File: src/rtl/xor_crypt_sequencer.sv
// Serial loader and one-pass sequencer for the xor_encrypt datapath; first ciphertext bit follows iStart by NUM_CHUNKS+3 edges.
// Every register and output holds while ena is low; oDp_ena is also gated by ena so the datapath freezes together with the sequencer.
module xor_crypt_sequencer #(
    parameter int MSG_SIZE = 64,
    parameter int KEY_SIZE = 8
) (
    input  logic                          clk,
    input  logic                          rst_n,
    input  logic                          ena,
    input  logic                          iSerial_in,
    input  logic                          iLoad_msg,
    input  logic                          iLoad_key,
    input  logic                          iStart,
    input  logic [MSG_SIZE-1:0]           iCiphertext,
    output logic [MSG_SIZE-1:0]           oMessage,
    output logic [KEY_SIZE-1:0]           oKey,
    output logic [$clog2(MSG_SIZE):0]     oMessage_bit_counter,
    output logic [$clog2(KEY_SIZE):0]     oKey_bit_counter,
    output logic                          oDp_ena,
    output logic                          oDp_rst_n,
    output logic                          oSerial_out,
    output logic                          oSerial_valid,
    output logic                          oBusy,
    output logic                          oDone
);

    localparam int NUM_CHUNKS = MSG_SIZE / KEY_SIZE;
    localparam int MCW        = $clog2(MSG_SIZE) + 1;
    localparam int KCW        = $clog2(KEY_SIZE) + 1;
    localparam int CCW        = $clog2(NUM_CHUNKS) + 1;

    localparam logic [MCW-1:0] MSG_FULL   = MCW'(MSG_SIZE);
    localparam logic [KCW-1:0] KEY_FULL   = KCW'(KEY_SIZE);
    localparam logic [CCW-1:0] LAST_CHUNK = CCW'(NUM_CHUNKS - 1);
    localparam logic [MCW-1:0] LAST_BIT   = MCW'(MSG_SIZE - 1);

    typedef enum logic [2:0] {
        S_IDLE,
        S_CLR,
        S_RUN,
        S_CAP,
        S_SHIFT,
        S_DONE
    } state_t;

    state_t                state_q,   state_d;
    logic [MSG_SIZE-1:0]   msg_q,     msg_d;
    logic [KEY_SIZE-1:0]   key_q,     key_d;
    logic [MCW-1:0]        mcnt_q,    mcnt_d;
    logic [KCW-1:0]        kcnt_q,    kcnt_d;
    logic [CCW-1:0]        chunk_q,   chunk_d;
    logic [MCW-1:0]        scnt_q,    scnt_d;
    logic [MSG_SIZE-1:0]   shreg_q,   shreg_d;
    logic                  dp_ena_q,  dp_ena_d;
    logic                  dp_rstn_q, dp_rstn_d;
    logic                  ser_out_q, ser_out_d;
    logic                  ser_vld_q, ser_vld_d;
    logic                  busy_q,    busy_d;
    logic                  done_q,    done_d;

    logic msg_full;
    logic key_full;

    assign msg_full = (mcnt_q == MSG_FULL);
    assign key_full = (kcnt_q == KEY_FULL);

    always_comb begin
        state_d   = state_q;
        msg_d     = msg_q;
        key_d     = key_q;
        mcnt_d    = mcnt_q;
        kcnt_d    = kcnt_q;
        chunk_d   = chunk_q;
        scnt_d    = scnt_q;
        shreg_d   = shreg_q;
        dp_ena_d  = dp_ena_q;
        dp_rstn_d = dp_rstn_q;
        ser_out_d = ser_out_q;
        ser_vld_d = ser_vld_q;
        busy_d    = busy_q;
        done_d    = done_q;

        if (ena) begin
            ser_out_d = 1'b0;
            ser_vld_d = 1'b0;
            done_d    = 1'b0;

            case (state_q)
                S_IDLE: begin
                    if (iStart && msg_full && key_full) begin
                        state_d = S_CLR;
                    end else if (iLoad_msg) begin
                        // A message strobe always wins the shared serial pin, even when saturated.
                        if (!msg_full) begin
                            msg_d  = {msg_q[MSG_SIZE-2:0], iSerial_in};
                            mcnt_d = mcnt_q + MCW'(1);
                        end
                    end else if (iLoad_key && !key_full) begin
                        key_d  = {key_q[KEY_SIZE-2:0], iSerial_in};
                        kcnt_d = kcnt_q + KCW'(1);
                    end
                end
                S_CLR: begin
                    chunk_d = '0;
                    state_d = S_RUN;
                end
                S_RUN: begin
                    chunk_d = chunk_q + CCW'(1);
                    if (chunk_q == LAST_CHUNK) begin
                        state_d = S_CAP;
                    end
                end
                S_CAP: begin
                    shreg_d = iCiphertext;
                    scnt_d  = '0;
                    state_d = S_SHIFT;
                end
                S_SHIFT: begin
                    ser_vld_d = 1'b1;
                    ser_out_d = shreg_q[MSG_SIZE-1];
                    shreg_d   = {shreg_q[MSG_SIZE-2:0], 1'b0};
                    scnt_d    = scnt_q + MCW'(1);
                    if (scnt_q == LAST_BIT) begin
                        state_d = S_DONE;
                    end
                end
                S_DONE: begin
                    done_d  = 1'b1;
                    msg_d   = '0;
                    key_d   = '0;
                    mcnt_d  = '0;
                    kcnt_d  = '0;
                    shreg_d = '0;
                    state_d = S_IDLE;
                end
                default: begin
                    state_d = S_IDLE;
                end
            endcase

            // Datapath controls follow the state being entered so they line up with it.
            dp_rstn_d = (state_d != S_CLR);
            dp_ena_d  = (state_d == S_RUN);
            busy_d    = (state_d != S_IDLE);
        end
    end

    always_ff @(posedge clk or negedge rst_n) begin
        if (!rst_n) begin
            state_q   <= S_IDLE;
            msg_q     <= '0;
            key_q     <= '0;
            mcnt_q    <= '0;
            kcnt_q    <= '0;
            chunk_q   <= '0;
            scnt_q    <= '0;
            shreg_q   <= '0;
            dp_ena_q  <= 1'b0;
            dp_rstn_q <= 1'b1;
            ser_out_q <= 1'b0;
            ser_vld_q <= 1'b0;
            busy_q    <= 1'b0;
            done_q    <= 1'b0;
        end else begin
            state_q   <= state_d;
            msg_q     <= msg_d;
            key_q     <= key_d;
            mcnt_q    <= mcnt_d;
            kcnt_q    <= kcnt_d;
            chunk_q   <= chunk_d;
            scnt_q    <= scnt_d;
            shreg_q   <= shreg_d;
            dp_ena_q  <= dp_ena_d;
            dp_rstn_q <= dp_rstn_d;
            ser_out_q <= ser_out_d;
            ser_vld_q <= ser_vld_d;
            busy_q    <= busy_d;
            done_q    <= done_d;
        end
    end

    assign oMessage             = msg_q;
    assign oKey                 = key_q;
    assign oMessage_bit_counter = mcnt_q;
    assign oKey_bit_counter     = kcnt_q;
    // Gated combinationally so the datapath cannot advance during the first frozen cycle.
    assign oDp_ena              = dp_ena_q & ena;
    assign oDp_rst_n            = dp_rstn_q;
    assign oSerial_out          = ser_out_q;
    assign oSerial_valid        = ser_vld_q;
    assign oBusy                = busy_q;
    assign oDone                = done_q;

endmodule

File: config.mk
export PLATFORM = sky130hd
export DESIGN_NAME = xor_crypt_sequencer
export DESIGN_NICKNAME = d
export VERILOG_FILES = /design/src/rtl/xor_crypt_sequencer.sv
export SDC_FILE = /design/constraint.sdc
export NUM_CORES = 1
export LEC_CHECK = 0
export BUFFER_PORTS_ARGS = -buffer_cell sky130_fd_sc_hd__buf_2
export CORE_UTILIZATION = 52
export CTS_BUF_LIST = sky130_fd_sc_hd__clkbuf_8
export CTS_CLUSTER_DIAMETER = 120
export DETAILED_ROUTE_END_ITERATION = 10
export GPL_ROUTABILITY_DRIVEN = 1
export PLACE_DENSITY = 0.78
export SYNTH_ARGS = -nofsm -noshare
export SYNTH_HDL_FRONTEND = slang
export SYNTH_SLANG_ARGS = --single-unit
export TNS_END_PERCENT = 100
File: constraint.sdc
create_clock -name clk -period 1.94 [get_ports clk]
set_input_delay 0.194 -clock clk [delete_from_list [all_inputs] [get_ports clk]]
set_output_delay 0.194 -clock clk [all_outputs]
set_load 0.1 [all_outputs]
# Word-level counts from Yosys, hierarchy flattened
# Cells that the tools add are included.
word_totals:
  ff_bits: 167
  out_inout_bits: 89
  wordCells: 77
op_classes:
  n_addsub: 4
  eq_ne: 16
  n_mux: 27
  n_bitwise: 1
  reduce_logical: 15
op_table:
  columns: ["cell", "count"]
  rows:
  - ["$mux W64", 3]
  - ["$pmux W64 S3", 1]
  - ["$pmux W64 S2", 1]
  - ["$pmux W7 S2", 2]
  - ["$mux W8", 3]
  - ["$mux W7", 3]
  - ["$pmux W4 S2", 2]
  - ["$pmux W8 S2", 1]
  - ["$pmux W3 S5", 1]
  - ["$add A7 B1 Y7 const B", 2]
  - ["$mux W3", 4]
  - ["$mux W4", 3]
  - ["$ne A2 B2 Y1 const B", 5]
  - ["$reduce_and A5 Y1", 2]
  - ["$eq A3 B2 Y1 const B", 3]
  - ["$add A4 B1 Y4 const B", 2]
  - ["$eq A7 B6 Y1 const B", 1]
  - ["$eq A7 B7 Y1 const B", 1]
  - ["$eq A3 B3 Y1 const B", 2]
  - ["$reduce_and A2 Y1", 3]
  - ["$reduce_bool A2 Y1", 3]
  - ["$reduce_bool A3 Y1", 2]
  - ["$eq A4 B3 Y1 const B", 1]
  - ["$eq A4 B4 Y1 const B", 1]
  - ["other kinds (7)", 11]

# Longest topological paths before layout
# Gate-level depths: netlist of the first run.
depth:
  word_depth: 7
  depth_mapped: 8

# Worst setup path before layout of the first run
# No wires, ideal clock.
synth_path:
  kind: "reg2reg"
  from: "reg mcnt_q[0], in the netlist oMessage_bit_counter[0]"
  to: "reg msg_q[40], in the netlist oMessage[40]"
  t_arrival_ps: 2227
  required_ps: 1814
  path_slack_ps: -414
  path_stages_with_launch: 9
  synth_period_minus_slack_ps: 2354
  path_cell_list: "dfrtp_1 -> inv_1 -> ha_1 -> nand2_1 -> nor3_2 -> nor3_2 -> buf_6 -> buf_6 -> mux2_4"
synth_between:
  elab_chain_cells: 5
  elab_cells_between_ends: 6
synth_lines:
  columns: ["item", "line_no", "source"]
  rows:
  - ["from (decl)", "49", "logic [MCW-1:0] mcnt_q, mcnt_d;"]
  - ["from (signal assigned)", "168", "mcnt_q <= mcnt_d;"]
  - ["$eq A7 B7 Y1 (*)", "64", "assign msg_full = (mcnt_q == MSG_FULL);"]
  - ["$logic_and A1 B1 Y1 (2 in a row)", "90", "if (iStart && msg_full && key_full) begin"]
  - ["$ne A2 B2 Y1 (no line)", null, null]
  - ["$reduce_and A5 Y1 (no line) (*)", null, null]
  - ["to (signal assigned)", "166", "msg_q <= msg_d;"]
  - ["to (decl)", "47", "logic [MSG_SIZE-1:0] msg_q, msg_d;"]
# Every way passes the cells marked *; elsewhere a longest branch is shown, timed or not.
# A chain may end at the register's enable or synchronous reset.

# Final worst setup path of the first run
layout_path:
  from: "reg mcnt_q[5], in the netlist oMessage_bit_counter[5]"
  to: "reg msg_q[46], in the netlist oMessage[46]"
# Same word-level chain as after synthesis.

==> results.sh, run 1 <==
export IMPL_synth_flop_cell="dfrtp_1"
export IMPL_drc=28
export IMPL_die_x_um=126
export IMPL_avgRoutedWirePerCell_um=14.6
export IMPL_multi_input_area_sq_um=3380
export IMPL_synthArstFlopShare_pct=100
export IMPL_routed_via_count=6327
export IMPL_synth_most_common_cell="dfrtp_1"
export IMPL_core_sq_um=14700
export IMPL_syn_nets=889
export IMPL_grt_pass1_wl_um=29000
export IMPL_tritoncts="yes"
export IMPL_max_freq_mhz=517
export IMPL_avgSynthCellArea_sq_um=9.78
export IMPL_synthTopCellsByArea="dfrtp_1 (52%), nor3b_1 (6.1%), nand2_1 (5.7%)"
export IMPL_antenna_left=0
export IMPL_area_delta_synth_final_pct=22.4
export IMPL_path_max_fanout=27
export IMPL_io_buffers=159
export IMPL_required_ns=2.27
export IMPL_fin_util_pct=66.1
export IMPL_worstSetupPathType="register to register"
export IMPL_min_path_cells=3
export IMPL_r2r_cells=5
export IMPL_synth_area_sq_um=7940
export IMPL_nFillCells=1161
export IMPL_grt_pass1_vias=5892
export IMPL_worst_ep_arrival_time_ns=2.27
export IMPL_period_minus_slack_ns=1.94
export IMPL_synth_common_cells="dfrtp_1 (166), nand2_1 (120), o21ai_0 (88), a21oi_1 (66), nor3b_1 (64)"
export IMPL_cp_start_kind="register"
export IMPL_worstHoldPathType="primary input to register"
export IMPL_drt_iter0_markers=368
export IMPL_slew_headroom_pct=62.9
export IMPL_dr_pass1_iters=8
export IMPL_ys_warn_count=0
export IMPL_die_h_um=126
export IMPL_yosysTopAreaCell="dfrtp_1"
export IMPL_worst_slew_pin_slew_ns=0.556
export IMPL_syn_instance_count=812
export IMPL_synth_top_area_share_pct=52.3
export IMPL_clk_pin_slew_ns=0.09
export IMPL_cts_buffers=17
export IMPL_cp_end_kind="register"
export IMPL_die_area_sq_um=15800
export IMPL_ys_types=45
export IMPL_synth_edf_count=0
export IMPL_synth_seq_cells=167
export IMPL_status="finished with violations"
export IMPL_finalWirelength_um=17200
export IMPL_antenna_found_initial=0
export IMPL_grt_max_degree=80
export IMPL_hold_violations=0
export IMPL_final_nets=1051
export IMPL_failed_checks="design-rule violations"
export IMPL_ys_seq_area_share_pct=52.6
export IMPL_pin_count=160
export IMPL_drive_above_1_share_pct=28.5
export IMPL_regArea_sq_um=4210
export IMPL_grt_overflow=0
export IMPL_routabilityCongestion=0.748
export IMPL_rsz0062_at_grt="yes"
export IMPL_hpwl_um=11500
export IMPL_vias_per_cell=5.40
export IMPL_cts_root_buf="clkbuf_8"
export IMPL_grt_total_usage_pct=22.9
export IMPL_ctsLongestPathBuffers=2
export IMPL_std_cell_rows=44
export IMPL_slew_violations=0
export IMPL_setup_viol=0
export IMPL_cts_sinks=167
export IMPL_h_tree_depth=4
export IMPL_fin_crit_sh_pct=99.8
export IMPL_start_util_pct=54.0
export IMPL_fin_tns_setup_ns=0
export IMPL_clk_latency_ns=0.45
export IMPL_cap_violations=0
export IMPL_fin_skew_ns=0.0126
-- what timing repair did --
action,CTS,global route
hold buffers,10,0
hold endpoints to repair,60,0
buffers inserted,1,0
endpoints found under the setup margin,22,33
cloned,0,0
resized for setup,0,1
-- worst paths after layout --
kind                                               from                       to  slack (ns)
worst max-delay path            oMessage_bit_counter[5]             oMessage[46]       0.005
min in group asynchronous                         rst_n  oMessage_bit_counter[2]        0.27
worst min register to register              shreg_q[26]              shreg_q[26]        0.48
max in group asynchronous                         rst_n              shreg_q[18]        0.96
worst max register to register  oMessage_bit_counter[5]             oMessage[46]       0.005
worst min-delay path                    iCiphertext[58]              shreg_q[58]        0.02
-- state kept, by name (all words and copies together), names as in the netlist --
signal	count
oMessage	64
shreg_q	64
oKey	8
oMessage_bit_counter	7
scnt_q	7
chunk_q	4
oKey_bit_counter	4
state_q	3
dp_ena_q	1
oBusy	1
oDone	1
oDp_rst_n	1
oSerial_out	1
oSerial_valid	1
-- layout by cell type (no fill, tap or decap), types with 7 or more instances in the layout --
master / count
dlygate4sd3_1: 10
dfrtp_1: 154
o31ai_1: 7
buf_4: 23
nand2_1: 119
inv_1: 41
mux2_2: 27
buf_2: 158
o31a_1: 8
nor3b_1: 64
mux2i_1: 35
o21ai_0: 88
buf_12: 13
clkbuf_8: 18
mux2_4: 7
a21oi_1: 66
nor4_1: 7
nor2_1: 42
-- worst max-delay path: stages, from the launching register on --
cell	delay [ns]
dfrtp_4	0.48
or4_4	0.56
nor3_4	0.18
nor3_4	0.09
buf_12	0.20
mux2_4	0.31
-- per-stage QoR --
stage / hold slack (ns) / instance area [sq um] / worst slack (ns) / instances
final: 0.0236 / 9720 / 0.00483 / 1172
after global routing: 0.000182 / 9720 / -0.0664 / 1171
after CTS: 0.000196 / 9720 / -0.00732 / 1171
after detailed placement: 0.201 / 9200 / 0.00148 / 1128
after global placement: 0.199 / 9200 / 0.0443 / 1128
after floorplan: -0.102 / 7980 / -0.165 / 812
-- metal layers --
layer / vias up / part of all wire [%] / track usage, %
li1: 3111 / - / -
met1: 3039 / 47 / 31.9
met2: 167 / 46 / 35.1
met3: 10 / 6.1 / 6.93
met4: 0 / 0.65 / 5.38
met5: - / 0 / 0
-- area by class of cell --
cell class | count | area share (%)
Inverter | 41 | 1.58
Clock buffer | 18 | 2.55
Antenna cell | 1 | 0.0257
Sequential cell | 167 | 43.3
Tap cell | 184 | 2.37
Clock inverter | 14 | 1.70
Timing Repair Buffer | 205 | 13.7
Multi-Input combinational cell | 542 | 34.7
-- cells by family (layout without fill, tap and decap cells) --
| kind of cell | after synthesis | after routing | synth area share [%] |
|---|---|---|---|
| AND/OR/NAND/NOR | 272 | 272 | 17.6 |
| AO/OA/AOI/OAI | 193 | 193 | 13.7 |
| flip-flops | 167 | 167 | 52.6 |
| buffers and inverters | 103 | 278 | 5.29 |
| multiplexers | 69 | 69 | 9.56 |
| adder cells (fa/ha/maj) | 6 | 6 | 0.945 |
| XOR/XNOR | 2 | 2 | 0.221 |
| other | 0 | 1 | 0 |
Power of run 1 is left out: the tool's default activity adds up to more than one toggle a clock period on the data nets, which glitch-free logic cannot reach.
==> run 2: changes to the inputs <==
--- a/config.mk
+++ b/config.mk
@@ -5,13 +5,15 @@
 export SDC_FILE = /design/constraint.sdc
 export NUM_CORES = 1
 export LEC_CHECK = 0
+export ABC_AREA = 1
 export BUFFER_PORTS_ARGS = -buffer_cell sky130_fd_sc_hd__buf_2
 export CORE_UTILIZATION = 52
 export CTS_BUF_LIST = sky130_fd_sc_hd__clkbuf_8
 export CTS_CLUSTER_DIAMETER = 120
 export DETAILED_ROUTE_END_ITERATION = 10
 export GPL_ROUTABILITY_DRIVEN = 1
-export PLACE_DENSITY = 0.78
+export PLACE_DENSITY = 0.79
+export SKIP_LAST_GASP = 1
 export SYNTH_ARGS = -nofsm -noshare
 export SYNTH_HDL_FRONTEND = slang
 export SYNTH_SLANG_ARGS = --single-unit
==> run 2 against run 1 <==
The flow now finishes without violations. First-iteration DRC count grew 24%. Area after synthesis grew 5.6%. Worst hold slack gained 0.027 ns. Flip-flop and latch count is the same. Critical path depth grew 6. Clock-buffer cell count grew 1. Final area grew 1.8%. Sequential share of layout area shrank 0.94 points. Cell count grew 26%. Largest cell class unchanged. Highest routed layer unchanged.
==> results.sh, run 2 <==
export IMPL_status="finished, final reports clean"
export IMPL_cp_start_kind="register"
export IMPL_synth_edf_count=0
export IMPL_io_buffers=159
export IMPL_cts_buffers=17
export IMPL_fin_tns_setup_ns=0
export IMPL_finalWirelength_um=19100
export IMPL_required_ns=2.33
export IMPL_whs_ns=0.0505
export IMPL_avgRoutedWirePerCell_um=12.9
export IMPL_pin_count=160
export IMPL_hpwl_um=12100
export IMPL_path_max_fanout=28
export IMPL_ctsLongestPathBuffers=2
export IMPL_worstSetupPathType="register to register"
export IMPL_wl_met2_um=8570
export IMPL_period_minus_slack_ns=1.77
export IMPL_cp_end_kind="register"
export IMPL_antenna_found_initial=0
export IMPL_yosysTopAreaCell="dfrtp_1"
export IMPL_final_nets=1330
export IMPL_highest_layer="met4"
export IMPL_peakVddDrop_mv=0.991
export IMPL_grt_pass1_wl_um=31900
export IMPL_routed_via_count=7487
export IMPL_cts_sinks=167
export IMPL_clk_pin_slew_ns=0.09
export IMPL_grt_overflow=0
export IMPL_tritoncts="yes"
export IMPL_antenna_cells=0
export IMPL_drc=0
export IMPL_syn_instance_count=1123
export IMPL_vias_per_cell=5.05
export IMPL_synth_area_sq_um=8390
export IMPL_route_met3_wl_um=1310
export IMPL_drt_iter0_markers=455
export IMPL_clk_latency_ns=0.45
export IMPL_max_freq_mhz=564
export IMPL_ys_warn_count=0
export IMPL_rsz0062_at_grt="no"
export IMPL_worst_ep_arrival_time_ns=2.17
export IMPL_ys_types=31
export IMPL_worst_slew_pin_slew_ns=0.524
export IMPL_die_x_um=129
export IMPL_die_h_um=129
export IMPL_synth_flop_cell="dfrtp_1"
export IMPL_nFillCells=1400
export IMPL_fin_skew_ns=0.0102
export IMPL_synth_most_common_cell="nand2_1"
export IMPL_die_area_sq_um=16600
export IMPL_postCtsSetupBuffers=0
export IMPL_h_tree_depth=4
export IMPL_area_delta_synth_final_pct=18.0
export IMPL_synth_top_area_share_pct=49.5
export IMPL_synthTopCellsByArea="dfrtp_1 (50%), nand2_1 (19%), inv_1 (7.3%)"
export IMPL_slew_headroom_pct=65.3
export IMPL_routabilityCongestion=0.806
export IMPL_fin_crit_sh_pct=91.5
export IMPL_dr_pass1_iters=5
export IMPL_antenna_left=0
export IMPL_leakagePower_nw=5.98
export IMPL_slew_violations=0
export IMPL_wl_met1_um=8920
export IMPL_p_per_area_nw_per_um2=1320
export IMPL_syn_nets=1200
export IMPL_grt_total_usage_pct=24.0
export IMPL_layout_commonest_cell="nand2_1"
export IMPL_grt_max_degree=78
export IMPL_core_sq_um=15800
export IMPL_cts_root_buf="clkbuf_8"
export IMPL_synth_seq_cells=167
export IMPL_synth_common_cells="nand2_1 (424), dfrtp_1 (166), inv_1 (162), o21ai_0 (118), nand4_1 (85)"
export IMPL_setup_viol=0
export IMPL_drive_above_1_share_pct=18.6
export IMPL_std_cell_rows=46
export IMPL_worstHoldPathType="primary input to register"
export IMPL_cap_violations=0
export IMPL_mostFrequentLayoutCells="nand2_1 (422), inv_1 (165), buf_2 (158)"
export IMPL_ys_seq_area_share_pct=49.8
export IMPL_synthArstFlopShare_pct=100
export IMPL_avgSynthCellArea_sq_um=7.47
export IMPL_hold_violations=0
export IMPL_start_util_pct=53.0
export IMPL_grt_pass1_vias=6799
==> run 2: area by class of cell <==
class | instances | area (sq um) | share of cell area [%]
sequential | 167 | 4190 | 42.4
multi-input combinational | 718 | 3280 | 33.1
timing repair buffer | 182 | 1140 | 11.5
inverter | 167 | 627 | 6.33
tap | 216 | 270 | 2.73
clock buffer | 19 | 262 | 2.64
clock inverter | 13 | 130 | 1.31
==> run 2: through the flow <==
| step | total power [W] | setup WS (ns) | instances | cell area, sq um | utilization, % |
|---|---|---|---|---|---|
| 2_1_floorplan | 0.00941 | 0.00614 | 1123 | 8400 | - |
| 3_3_place_gp | 0.0105 | 0.158 | 1447 | 9450 | 59.7 |
| 3_5_place_dp | 0.0106 | 0.103 | 1447 | 9450 | 59.7 |
| 4_1_cts | 0.0131 | 0.0805 | 1481 | 9860 | 62.3 |
| 5_1_grt | 0.0139 | 0.00413 | 1482 | 9900 | 62.5 |
| 6_report | 0.0131 | 0.165 | 1482 | 9900 | 62.5 |
==> run 2: critical path: stages, from the launching register on <==
cell and delay (ns):
dfrtp_4 0.48, inv_1 0.08, ha_1 0.15, nand2_1 0.05, inv_1 0.05, nand3_1 0.10
nor2_4 0.17, nand2_4 0.13, nand3_4 0.17, buf_12 0.20, nand2_1 0.07, nand2_1 0.06
==> run 2: power breakdown <==
group          internal (W)  switching (W)
clock network       0.00121        0.00129
registers           0.00454       0.000567
logic               0.00123        0.00422
total               0.00698        0.00608
==> run 2: kinds of logic (layout without fill, tap and decap cells) <==
family	Yosys count	count (layout)	synth area share, %
adder cells (fa/ha/maj)	6	6	0.895
AO/OA/AOI/OAI	150	150	9.20
flip-flops	167	167	49.8
buffers and inverters	238	381	11.3
AND/OR/NAND/NOR	558	558	28.3
XOR/XNOR	4	4	0.418
==> run 2: path summary, 6_finish.rpt <==
kind	start	to	slack, ns	cells after the start
setup / recovery	oMessage_bit_counter[0]	oMessage[41]	0.17	11
hold / removal	iCiphertext[28]	shreg_q[28]	0.05	5
setup reg to reg	oMessage_bit_counter[0]	oMessage[41]	0.17	11
hold reg to reg	oKey[7]	oKey[7]	0.47	2
max in group asynchronous	rst_n	scnt_q[0]	1.09	3
min in group asynchronous	rst_n	oKey[3]	0.17	2
==> run 2: what timing repair did <==
action | CTS | global route
gates resized for setup | 0 | 3
hold buffers | 2 | 0
endpoints found under the hold margin | 138 | 0
endpoints found under the setup margin | 0 | 73
==> run 2: per-layer routing <==
metal  track usage, %  vias up
li1                 -     3779
met1             32.9     3460
met2             37.5      224
met3             6.44       24
met4             6.71        0
met5                0        -
(Power assumes the default switching activity.)
